===== src/rtl/seq_accum_alu.sv =====
// ============================================================================
// Module   : seq_accum_alu
// Brief    : Sequential accumulator ALU. A start request latches the operands,
//            and one operation runs per request. The result, the status flags
//            and the accumulator update are reported with a one-cycle done
//            pulse. The iterative restoring divider is included only when
//            SEQ_ACCUM_ALU_DIV_EN is defined.
// Revision : 1.0  initial release
// ============================================================================
`default_nettype none

module seq_accum_alu #(
  parameter int WIDTH = 16
) (
  input  logic                 clock,
  input  logic                 reset,
  input  logic                 start,
  input  logic [3:0]           opcode,
  input  logic                 use_acc,
  input  logic [WIDTH-1:0]     a,
  input  logic [WIDTH-1:0]     b,
  output logic                 busy,
  output logic                 done,
  output logic [2*WIDTH-1:0]   result,
  output logic [WIDTH-1:0]     acc,
  output logic                 err,
  output logic                 zero,
  output logic                 carry
);

  localparam logic [3:0] c_op_clr  = 4'd0;
  localparam logic [3:0] c_op_not  = 4'd1;
  localparam logic [3:0] c_op_shr  = 4'd2;
  localparam logic [3:0] c_op_shl  = 4'd3;
  localparam logic [3:0] c_op_add  = 4'd4;
  localparam logic [3:0] c_op_sub  = 4'd5;
  localparam logic [3:0] c_op_mul  = 4'd6;
  localparam logic [3:0] c_op_and  = 4'd8;
  localparam logic [3:0] c_op_or   = 4'd9;
  localparam logic [3:0] c_op_xor  = 4'd10;
  localparam logic [3:0] c_op_load = 4'd11;

  typedef enum logic [1:0] {
    S_IDLE = 2'd0,
    S_EXEC = 2'd1,
`ifdef SEQ_ACCUM_ALU_DIV_EN
    S_DIV  = 2'd2,
`endif
    S_DONE = 2'd3
  } state_t;

  state_t r_state;
  state_t w_next;

  logic [3:0]         r_op;
  logic [WIDTH-1:0]   r_x;
  logic [WIDTH-1:0]   r_b;
  logic [2*WIDTH-1:0] r_result;
  logic [WIDTH-1:0]   r_acc;
  logic               r_err;
  logic               r_zero;
  logic               r_carry;

  logic               w_accept;
  logic [WIDTH-1:0]   w_x_in;

  assign w_accept = (r_state == S_IDLE) && start;
  assign w_x_in   = use_acc ? r_acc : a;

`ifdef SEQ_ACCUM_ALU_DIV_EN
  localparam logic [3:0] c_op_div = 4'd7;
  localparam int         CW       = $clog2(WIDTH + 1);
  localparam logic [CW-1:0] c_cnt_last = CW'(WIDTH);

  logic [WIDTH-1:0] r_rem;
  logic [WIDTH-1:0] r_quo;
  logic [CW-1:0]    r_cnt;
  logic             w_div_go;
  logic [WIDTH:0]   w_shift;
  logic             w_fits;
  logic [WIDTH-1:0] w_diff;

  assign w_div_go = (opcode == c_op_div) && (b != '0);

  // Partial remainder never exceeds the divisor, so the difference fits WIDTH bits.
  assign w_shift  = {r_rem, r_quo[WIDTH-1]};
  assign w_fits   = (w_shift >= {1'b0, r_b});
  assign w_diff   = w_shift[WIDTH-1:0] - r_b;

  always_ff @(posedge clock or negedge reset) begin
    if (!reset) begin
      r_rem <= '0;
      r_quo <= '0;
      r_cnt <= '0;
    end else if (w_accept) begin
      r_rem <= '0;
      r_quo <= w_x_in;
      r_cnt <= '0;
    end else if ((r_state == S_DIV) && (r_cnt != c_cnt_last)) begin
      r_rem <= w_fits ? w_diff : w_shift[WIDTH-1:0];
      r_quo <= {r_quo[WIDTH-2:0], w_fits};
      r_cnt <= r_cnt + {{(CW-1){1'b0}}, 1'b1};
    end
  end
`endif

  always_ff @(posedge clock or negedge reset) begin
    if (!reset) begin
      r_state <= S_IDLE;
    end else begin
      r_state <= w_next;
    end
  end

  always_comb begin
    w_next = r_state;
    case (r_state)
      S_IDLE: begin
        if (start) begin
`ifdef SEQ_ACCUM_ALU_DIV_EN
          w_next = w_div_go ? S_DIV : S_EXEC;
`else
          w_next = S_EXEC;
`endif
        end
      end
      S_EXEC: w_next = S_DONE;
`ifdef SEQ_ACCUM_ALU_DIV_EN
      S_DIV: begin
        if (r_cnt == c_cnt_last) begin
          w_next = S_DONE;
        end
      end
`endif
      S_DONE: w_next = S_IDLE;
      default: w_next = S_IDLE;
    endcase
  end

  logic [WIDTH:0]     w_sum;
  logic [2*WIDTH-1:0] w_prod;
  logic [WIDTH-1:0]   w_low;
  logic [2*WIDTH-1:0] w_alu;
  logic               w_alu_err;
  logic               w_alu_cy;

  assign w_sum  = {1'b0, r_x} + {1'b0, r_b};
  assign w_prod = {{WIDTH{1'b0}}, r_x} * {{WIDTH{1'b0}}, r_b};

  // A divide reaching EXEC always has a zero divisor (or no divider), so it is an error.
  always_comb begin
    w_low     = '0;
    w_alu_err = 1'b0;
    w_alu_cy  = 1'b0;
    case (r_op)
      c_op_clr:  w_low = '0;
      c_op_not:  w_low = ~r_x;
      c_op_shr:  w_low = {1'b0, r_x[WIDTH-1:1]};
      c_op_shl:  w_low = {r_x[WIDTH-2:0], 1'b0};
      c_op_add: begin
        w_low    = w_sum[WIDTH-1:0];
        w_alu_cy = w_sum[WIDTH];
      end
      c_op_sub: begin
        w_low    = r_x - r_b;
        w_alu_cy = (r_x < r_b);
      end
      c_op_mul:  w_low = '0;
      c_op_and:  w_low = r_x & r_b;
      c_op_or:   w_low = r_x | r_b;
      c_op_xor:  w_low = r_x ^ r_b;
      c_op_load: w_low = r_x;
      default:   w_alu_err = 1'b1;
    endcase
    w_alu = (r_op == c_op_mul) ? w_prod : {{WIDTH{1'b0}}, w_low};
  end

  logic               w_commit;
  logic [2*WIDTH-1:0] w_res;
  logic               w_res_err;
  logic               w_res_cy;

  always_comb begin
    w_commit  = (r_state == S_EXEC);
    w_res     = w_alu;
    w_res_err = w_alu_err;
    w_res_cy  = w_alu_cy;
`ifdef SEQ_ACCUM_ALU_DIV_EN
    if ((r_state == S_DIV) && (r_cnt == c_cnt_last)) begin
      w_commit  = 1'b1;
      w_res     = {r_rem, r_quo};
      w_res_err = 1'b0;
      w_res_cy  = 1'b0;
    end
`endif
  end

  always_ff @(posedge clock or negedge reset) begin
    if (!reset) begin
      r_op     <= '0;
      r_x      <= '0;
      r_b      <= '0;
      r_result <= '0;
      r_acc    <= '0;
      r_err    <= 1'b0;
      r_zero   <= 1'b0;
      r_carry  <= 1'b0;
    end else begin
      if (w_accept) begin
        r_op <= opcode;
        r_x  <= w_x_in;
        r_b  <= b;
      end
      // Results land on the edge entering DONE so they are valid with the done pulse.
      if (w_commit) begin
        r_result <= w_res;
        r_err    <= w_res_err;
        r_zero   <= (w_res == '0);
        r_carry  <= w_res_cy;
        if (!w_res_err) begin
          r_acc <= w_res[WIDTH-1:0];
        end
      end
    end
  end

  assign busy   = (r_state != S_IDLE);
  assign done   = (r_state == S_DONE);
  assign result = r_result;
  assign acc    = r_acc;
  assign err    = r_err;
  assign zero   = r_zero;
  assign carry  = r_carry;

endmodule

`default_nettype wire


===== config.mk =====
export PLATFORM = sky130hd
export DESIGN_NAME = seq_accum_alu
export DESIGN_NICKNAME = d
export VERILOG_FILES = /design/src/rtl/seq_accum_alu.sv
export SDC_FILE = /design/constraint.sdc
export NUM_CORES = 1
export LEC_CHECK = 0
export CORE_MARGIN = 1.5
export CORE_UTILIZATION = 48
export DETAILED_ROUTE_END_ITERATION = 7
export PLACE_DENSITY = 0.67
export SYNTH_ARGS = -nofsm -noshare
export SYNTH_HDL_FRONTEND = slang
export SYNTH_SLANG_ARGS = --single-unit

===== constraint.sdc =====
create_clock -name clock -period 7.5 [get_ports clock]
set_input_delay 2.25 -clock clock [delete_from_list [all_inputs] [get_ports clock]]
set_output_delay 2.25 -clock clock [all_outputs]
set_load 0.02 [all_outputs]

# [Word-level counts from Yosys, hierarchy flattened]
# Cells that the tools add are included.
[totals] reg_bits=89 input_bits=40 out_inout_bits=53
[classes] addsub=2 multipliers=1 magnitude_cmp=1 eq_ne=13 mux=7 n_bitwise=4 reduce_logical=7
[ops] operator="16-bit case mux with 9 select lines" count=1
[ops] operator="32-bit zero test" count=1
[ops] operator="16-bit by 16-bit multiplier with 32-bit output" count=1
[ops] operator="32-bit 2-to-1 mux" count=1
[ops] operator="16-bit by 16-bit adder with 17-bit output" count=1
[ops] operator="16-bit AND" count=1
[ops] operator="4-bit equality test (second input constant)" count=4
[ops] operator="16-bit less-than comparator" count=1
[ops] operator="16-bit 2-to-1 mux" count=1
[ops] operator="16-bit NOT" count=1
[ops] operator="16-bit OR" count=1
[ops] operator="16-bit subtractor" count=1
[ops] operator="16-bit XOR" count=1
[ops] operator="4-bit by 3-bit equality test with 1-bit output (second input constant)" count=3
[ops] operator="11-bit OR reduction" count=1
[ops] operator="4-bit by 2-bit equality test with 1-bit output (second input constant)" count=2
[ops] operator="4-bit by 1-bit equality test with 1-bit output (second input constant)" count=1
[ops] operator="4-bit zero test" count=1
[ops] operator="2-bit case mux with 2 select lines" count=1
[ops] operator="2-bit by 1-bit equality test with 1-bit output (second input constant)" count=1
[ops] operator="2-bit equality test (second input constant)" count=1
[ops] operator="2-bit zero test" count=1
[ops] operator="2-bit 2-to-1 mux" count=1
[ops] operator="2-bit inequality test (second input constant)" count=1
[ops] operator="5 further kinds" count=5

# [Depth between registers and ports, before layout]
# Gate-level depths: netlist of run 1.
[logic_depth] ltp_word=4 depth_mapped=26

# [Worst setup path after synthesis of run 1]
# No wires, ideal clock.
[synth_timing] path_type="register to register" start="reg r_x[5]" end="reg r_zero, in the netlist zero" setup_ns=0.095 arrival_ns=6.328 required_time_ns=7.405 slack_ns=1.077 path_stages_with_launch=26 path_buffers=2 synth_period_minus_slack_ns=6.423 path_cell_list="dfrtp_1 clkbuf_1 clkinv_1 nor2_1 fa_1 inv_1 fa_1 fa_1 fa_1 inv_1 fa_1 inv_1 fa_1 inv_1 ha_1 buf_2 a21oi_1 o221ai_1 a21oi_1 o31ai_1 a31oi_1 mux2i_1 o211ai_1 nor3b_1 nand4_1 o31ai_1"
[synth_via] elab_chain_len=4
[synth_rtl] element="from (decl)" line_no="56" source="logic [WIDTH-1:0] r_x;"
[synth_rtl] element="from (signal assigned)" line_no="211" source="r_x <= w_x_in;"
[synth_rtl] element="parallel branches: the longest is 2 deep, another holds 16-bit by 16-bit multiplier with 32-bit output"
[synth_rtl] element="32-bit 2-to-1 mux *" line_no="175" source="w_alu = (r_op == c_op_mul) ? w_prod : {{WIDTH{1'b0}}, w_low};"
[synth_rtl] element="32-bit zero test *" line_no="218" source="r_zero <= (w_res == '0);"
[synth_rtl] element="to (signal assigned)" line_no="218"
[synth_rtl] element="to (decl)" line_no="61" source="logic r_zero;"
# Mark *: on every way between the ends.
# A chain may end at the register's enable or synchronous reset.

# [Final worst setup path of run 1]
[layout_timing] start="reg r_b[4]" end="reg r_zero, in the netlist zero"
[layout_via] elab_chain_len=4
[layout_rtl] element="from (decl)" line_no="57" source="logic [WIDTH-1:0] r_b;"
[layout_rtl] element="from (signal assigned)" line_no="202" source="r_b <= '0;"
[layout_rtl] element="from (signal assigned)" line_no="212" source="r_b <= b;"
[layout_rtl] element="parallel branches: the longest is 2 deep, another holds 16-bit by 16-bit multiplier with 32-bit output"
[layout_rtl] element="32-bit 2-to-1 mux *" line_no="175"
[layout_rtl] element="32-bit zero test *" line_no="218"
# Marks and branches as above.

==> results of run 1 <==
-- per-layer routing --
| metal | track usage, % | vias up |
|---|---|---|
| met4 | 12.34 | 0 |
| met1 | 46.06 | 6907 |
| met3 | 6.750 | 128 |
| li1 | - | 6016 |
| met5 | 0 | - |
| met2 | 53.01 | 690 |
-- cell type report --
cell class,instances,area share (%)
multi-input combinational,1319,67.03
sequential,89,13.09
timing repair buffer,165,8.611
inverter,293,6.458
tap,396,2.909
clock buffer,10,1.345
clock inverter,6,0.5657
-- logic make-up after synthesis --
group                    Yosys count
AO/OA/AOI/OAI                    338
XOR/XNOR                          26
adder cells (fa/ha/maj)          348
buffers and inverters            393
flip-flops                        89
multiplexers                      45
AND/OR/NAND/NOR                  562
-- cells in the final DEF (no fill, tap or decap), drive strengths merged, types with 10 or more instances in the layout --
cell type	count
nor2	187
clkdlybuf4s50	91
a211oi	10
nor3	10
fa	196
a21o	37
clkbuf	10
inv	286
o22ai	10
nand3	23
clkinv	10
a21oi	81
dfrtp	89
a31oi	10
nand2	244
mux2i	30
o211ai	12
xnor2	19
o31ai	12
ha	152
nor2b	13
buf	74
nand2b	19
o21ai	77
-- registers in the layout, summed over array words and instances (netlist names) --
signal,count
zero,1
carry,1
acc,16
result,32
r_x,16
err,1
r_op,4
r_b,16
r_state,2
-- path summary, 6_finish.rpt --
check | to | slack, ns | depth (start not counted)
hold reg to reg | r_state[0]$_DFFE_PN0P_ | 0.47 | 1
hold / removal | r_state[0]$_DFFE_PN0P_ | 0.47 | 1
setup / recovery | zero$_DFFE_PN0P_ | 0.19 | 23
max in group asynchronous | r_x[6]$_DFFE_PN0P_ | 4.43 | 2
min in group asynchronous | result[3]$_DFFE_PN0P_ | 1.83 | 1
setup reg to reg | zero$_DFFE_PN0P_ | 0.19 | 23
-- through the flow --
stage | hold WS, ns | setup slack (ns) | cell area (µm²)
detailed placement | 0.4520 | 0.1145 | 16700
global route | 0.4885 | -0.003617 | 17030
floorplan | 0.4214 | 1.077 | 15110
global placement | 0.4468 | 0.4502 | 16700
finish | 0.4654 | 0.1883 | 17030
CTS | 0.4652 | 0.05749 | 17030
-- what timing repair did --
action / 4_1_cts / 5_1_grt
hold endpoints to repair: 0 / 0
hold buffers: 0 / 0
gates resized for setup: 0 / 2
setup endpoints to repair: 0 / 1
==> qor.yml, run 1 <==
critical_path:
  reg2reg_from: "r_b[4]$_DFFE_PN0P_"
  crit_top_cell: "fa_1"
  cpPeakStageDelay_ns: 0.55
  crit_buf_inv: 5
  critPathLaunch: "r_b[4]$_DFFE_PN0P_"
  crit_family: "adder cells"
  start_kind: "register"
  critPathKind: "register to register"
  worstSetupEndpointType: "register"
  path_cells: "inv_1 -> nor2_1 -> fa_1 -> inv_1 -> fa_1 -> fa_1 -> fa_1 -> inv_1 -> fa_1 -> inv_1 -> fa_1 -> inv_1 -> ha_1 -> nand3_1 -> or3_1 -> o211ai_1 -> nand2_1 -> mux2i_1 -> nor2_1 -> nand4b_1 -> nor4b_2 -> nand4_1 -> o31ai_1"
  crit_required_ns: 7.77
  cp_max_fo: 16
  critPathSlowestCell: "fa_1"
  cp.arrival_ns: 7.58
final_layout:
  drive_gt1_share_pct: 7.014
  nFillCells: 2886
  fin_util_pct: 55.38
  stdcell_count: 2278
  multi_input_area_um2: 11410
  antennaDiodeCount: 0
  regArea_um2: 2228
  areaGrowthSynthToFinish_pct: 12.73
  nNetsFinal: 2265
route:
  met3_length_mm: 4.743
  firstDrtPassIters: 8
  ant_nets: 0
  via_count: 13740
  drt_wl_total_mm: 53.35
  routed_via_density: 6.032
  drc_errors: 2
  dr.first_iter.drc_count: 1434
  wl_met1_mm: 22.47
  routed.top_layer: "met4"
  routedWlPerCell_um: 23.42
  wl_met2_mm: 24.16
sta:
  skew_ns: 0.01278
  worst_slew_pin_slew_ns: 1.047
  timing.final.hold_violations: 0
  slew_headroom_pct: 29.97
  post-route-period-util_pct: 97.49
  fin_crit_ns: 7.312
  max_freq_mhz: 136.8
  setup_viol: 0
  drv_slew: 0
  fin_tns_setup_ns: 0
min_path:
  worstHoldStart: "r_state[1]$_DFFE_PN0P_"
  hp-class: "register to register"
clock_network:
  cts-root-buf: "clkbuf_16"
  path_clk_slew_ns: 0.07
  htree_levels: 3
  cts_tree: "built"
  post-cts-setup-buffers: 0
  clk_path_buf_depth: 2
  insertion_delay_ns: 0.38
  numCtsBuffers: 9
  cts_sinks: 89
yosys:
  yosysSeqAreaShare_pct: 14.74
  synth_area_um2: 15110
  synth_fa_ha_area_share_pct: 38.56
  ys.flop_type: "dfrtp_1"
  yosys.area_share.simple_pct: 16.48
  ys_ff_latch: 89
  yosysUniqueCellTypes: 88
  syn_nets: 2189
  synth_top_family_by_area: "adder cells"
  synth_cells: 1801
  synth_warnings: 0
  synth-edff-count: 0
  synth.most_common_cell: "inv_1"
  avgSynthCellArea_um2: 8.388
  synth_xor_area_share_pct: 1.507
  synth_largest_area_cell: "fa_1"
  muxShareOfSynthArea_pct: 3.702
  synth-compound-area-share_pct: 14.97
  yosysTopAreaCellShare_pct: 25.97
  async_reset_ff_share_pct: 100.0
  synthTopCellsByArea: "fa_1, dfrtp_1, ha_1"
  synth_common_cells: "inv_1, nand2_1, fa_1, nor2_1, ha_1"
placed_design:
  gp_congestion: 1.022
  portBuffers: 92
  placed_cells: 2262
  place_hpwl_mm: 43.07
die:
  core_um2: 30750
  die_y_um: 180.4
  fp-row-count: 64
  start_util_pct: 49.13
  dieArea_um2: 32550
  ioPinCount: 93
  dieWidth_um: 180.4
global_routing:
  grt_max_degree: 56
  first_global_vias: 14180
  groute.usage.overall_pct: 33.67
  gr-total-overflow: 0
  grt_pass1_wl_mm: 83.19
  antenna_found_initial: 0
run_status:
  status: "finished with violations"
  violations: "design-rule violations"
flow_run:
  drv_cap: 0
Power of run 1 is not shown: default switching activity piles up to over one toggle a cycle in this logic, so the estimate is an artifact.
==> inputs of run 2 (changes only) <==
--- a/config.mk
+++ b/config.mk
@@ -8,7 +8,8 @@
 export CORE_MARGIN = 1.5
 export CORE_UTILIZATION = 48
 export DETAILED_ROUTE_END_ITERATION = 7
-export PLACE_DENSITY = 0.67
+export PLACE_DENSITY_LB_ADDON = 0.1
+export REMOVE_ABC_BUFFERS = 1
 export SYNTH_ARGS = -nofsm -noshare
 export SYNTH_HDL_FRONTEND = slang
 export SYNTH_SLANG_ARGS = --single-unit
==> qor.yml, run 2 (synthesis gave the netlist of run 1 again) <==
global_routing:
  first_global_vias: 13570
  grt_pass1_wl_mm: 82.14
  antenna_found_initial: 0
  gr-total-overflow: 0
  grt_max_degree: 64
  groute.usage.overall_pct: 33.54
route:
  firstDrtPassIters: 7
  via_count: 13520
  drt_wl_total_mm: 53.38
  ant_nets: 0
  routedWlPerCell_um: 23.36
  dr.first_iter.drc_count: 1162
  routed_via_density: 5.918
  drc_errors: 0
die:
  core_um2: 30750
  start_util_pct: 49.13
  dieWidth_um: 180.4
  fp-row-count: 64
  dieArea_um2: 32550
  die_y_um: 180.4
  ioPinCount: 93
clock_network:
  cts_resized: 0
  htree_levels: 3
  cts_sinks: 89
  cts_tree: "built"
  insertion_delay_ns: 0.39
  clk_path_buf_depth: 2
  post-cts-setup-buffers: 0
  numCtsBuffers: 9
  hold_buffers: 0
  path_clk_slew_ns: 0.09
  cts-root-buf: "clkbuf_16"
final_layout:
  areaGrowthSynthToFinish_pct: 12.92
  antennaDiodeCount: 0
  design_area_um2: 17060
  mostFrequentLayoutCell: "inv_1"
  drive_gt1_share_pct: 7.464
  nFillCells: 2922
  nNetsFinal: 2272
  final_cell_mix: "inv_1, nand2_1, fa_1"
  largest_reg_flops: 32
placed_design:
  portBuffers: 92
  place_hpwl_mm: 42.97
  gp_congestion: 1.016
  post_dp_cell_area_um2: 16740
critical_path:
  crit_required_ns: 7.78
  cpPeakStageDelay_ns: 0.62
  crit_top_cell: "fa_1"
  critPathSlowestCell: "dfrtp_1"
  start_kind: "register"
  cp.arrival_ns: 7.44
  cp_max_fo: 11
  critPathKind: "register to register"
  worstSetupEndpointType: "register"
  path_cells: "inv_1 -> nor2_1 -> fa_1 -> inv_1 -> fa_1 -> fa_1 -> fa_1 -> inv_1 -> fa_1 -> inv_1 -> fa_1 -> inv_1 -> ha_1 -> a21oi_1 -> o221ai_1 -> a21oi_1 -> buf_4 -> o21ai_0 -> a21oi_1 -> mux2i_1 -> o211ai_1 -> nor3b_1 -> nand4_1 -> o31ai_1"
sta:
  setup_viol: 0
  worst_slew_pin_slew_ns: 1.110
  timing.final.hold_violations: 0
  fin_tns_setup_ns: 0
  slew_headroom_pct: 25.85
  fin_crit_ns: 7.163
  drv_slew: 0
  post-route-period-util_pct: 95.51
  rsz0062_at_grt: "no"
  max_freq_mhz: 139.6
  skew_ns: 0.02058
flow_run:
  drv_cap: 0
run_status:
  status: "completed"
min_path:
  hp-class: "register to register"
==> run 2: cell types whose count changed in the layout (fill, tap and decap cells not counted), moves of 2 or more <==
cell / previous run / this run
clkinv_8: 0 / 2
inv_1: 282 / 280
bufinv_16: 2 / 0
buf_4: 74 / 81
==> run 2: path summary, 6_finish.rpt <==
check | cells past startpoint | endpoint | slack (ns) | from
worst max-delay path | 24 | zero$_DFFE_PN0P_ | 0.34 | r_x[6]$_DFFE_PN0P_
min in group asynchronous | 1 | r_op[0]$_DFFE_PN0P_ | 1.80 | reset
worst min register to register | 1 | r_state[0]$_DFFE_PN0P_ | 0.47 | r_state[1]$_DFFE_PN0P_
worst min-delay path | 1 | r_state[0]$_DFFE_PN0P_ | 0.47 | r_state[1]$_DFFE_PN0P_
worst max register to register | 24 | zero$_DFFE_PN0P_ | 0.34 | r_x[6]$_DFFE_PN0P_
max in group asynchronous | 2 | result[21]$_DFFE_PN0P_ | 4.46 | reset
==> run 2: layer usage <==
layer	wire (µm)	global-route usage, %	vias up
li1	-	-	6039
met1	22210	46.24	6728
met2	24300	52.56	659
met3	4784	5.841	97
met4	2078	13.38	0
met5	0	0	-
==> run 2: cell type report <==
class,instances,area [µm²],share of cell area (%)
sequential,89,2228,13.06
inverter,293,1107,6.491
tap,396,495.5,2.904
clock buffer,9,225.2,1.320
multi-input combinational,1319,11400,66.84
timing repair buffer,172,1519,8.904
clock inverter,7,81.33,0.4767
==> run 2: critical path: cells and delay by family (launching register included) <==
kind                     cells  cell delay, ns
adder cells (fa/ha/maj)      7            3.29
AO/OA/AOI/OAI                7            1.38
buffers and inverters        6            0.68
AND/OR/NAND/NOR              3            0.64
flip-flops                   1            0.62
multiplexers                 1            0.44
==> run 2: per-stage QoR <==
stage	utilization [%]	hold slack (ns)	cells	worst slack, ns
6_report	55.48	0.4726	2285	0.3367
5_1_grt	55.48	0.5026	2285	0.01942
4_1_cts	55.45	0.4733	2285	0.4068
3_5_place_dp	54.45	0.4501	2269	0.4553
3_3_place_gp	54.45	0.4573	2269	0.5386
2_1_floorplan	-	0.4214	1701	1.210
Power of run 2 is left out for the same reason.
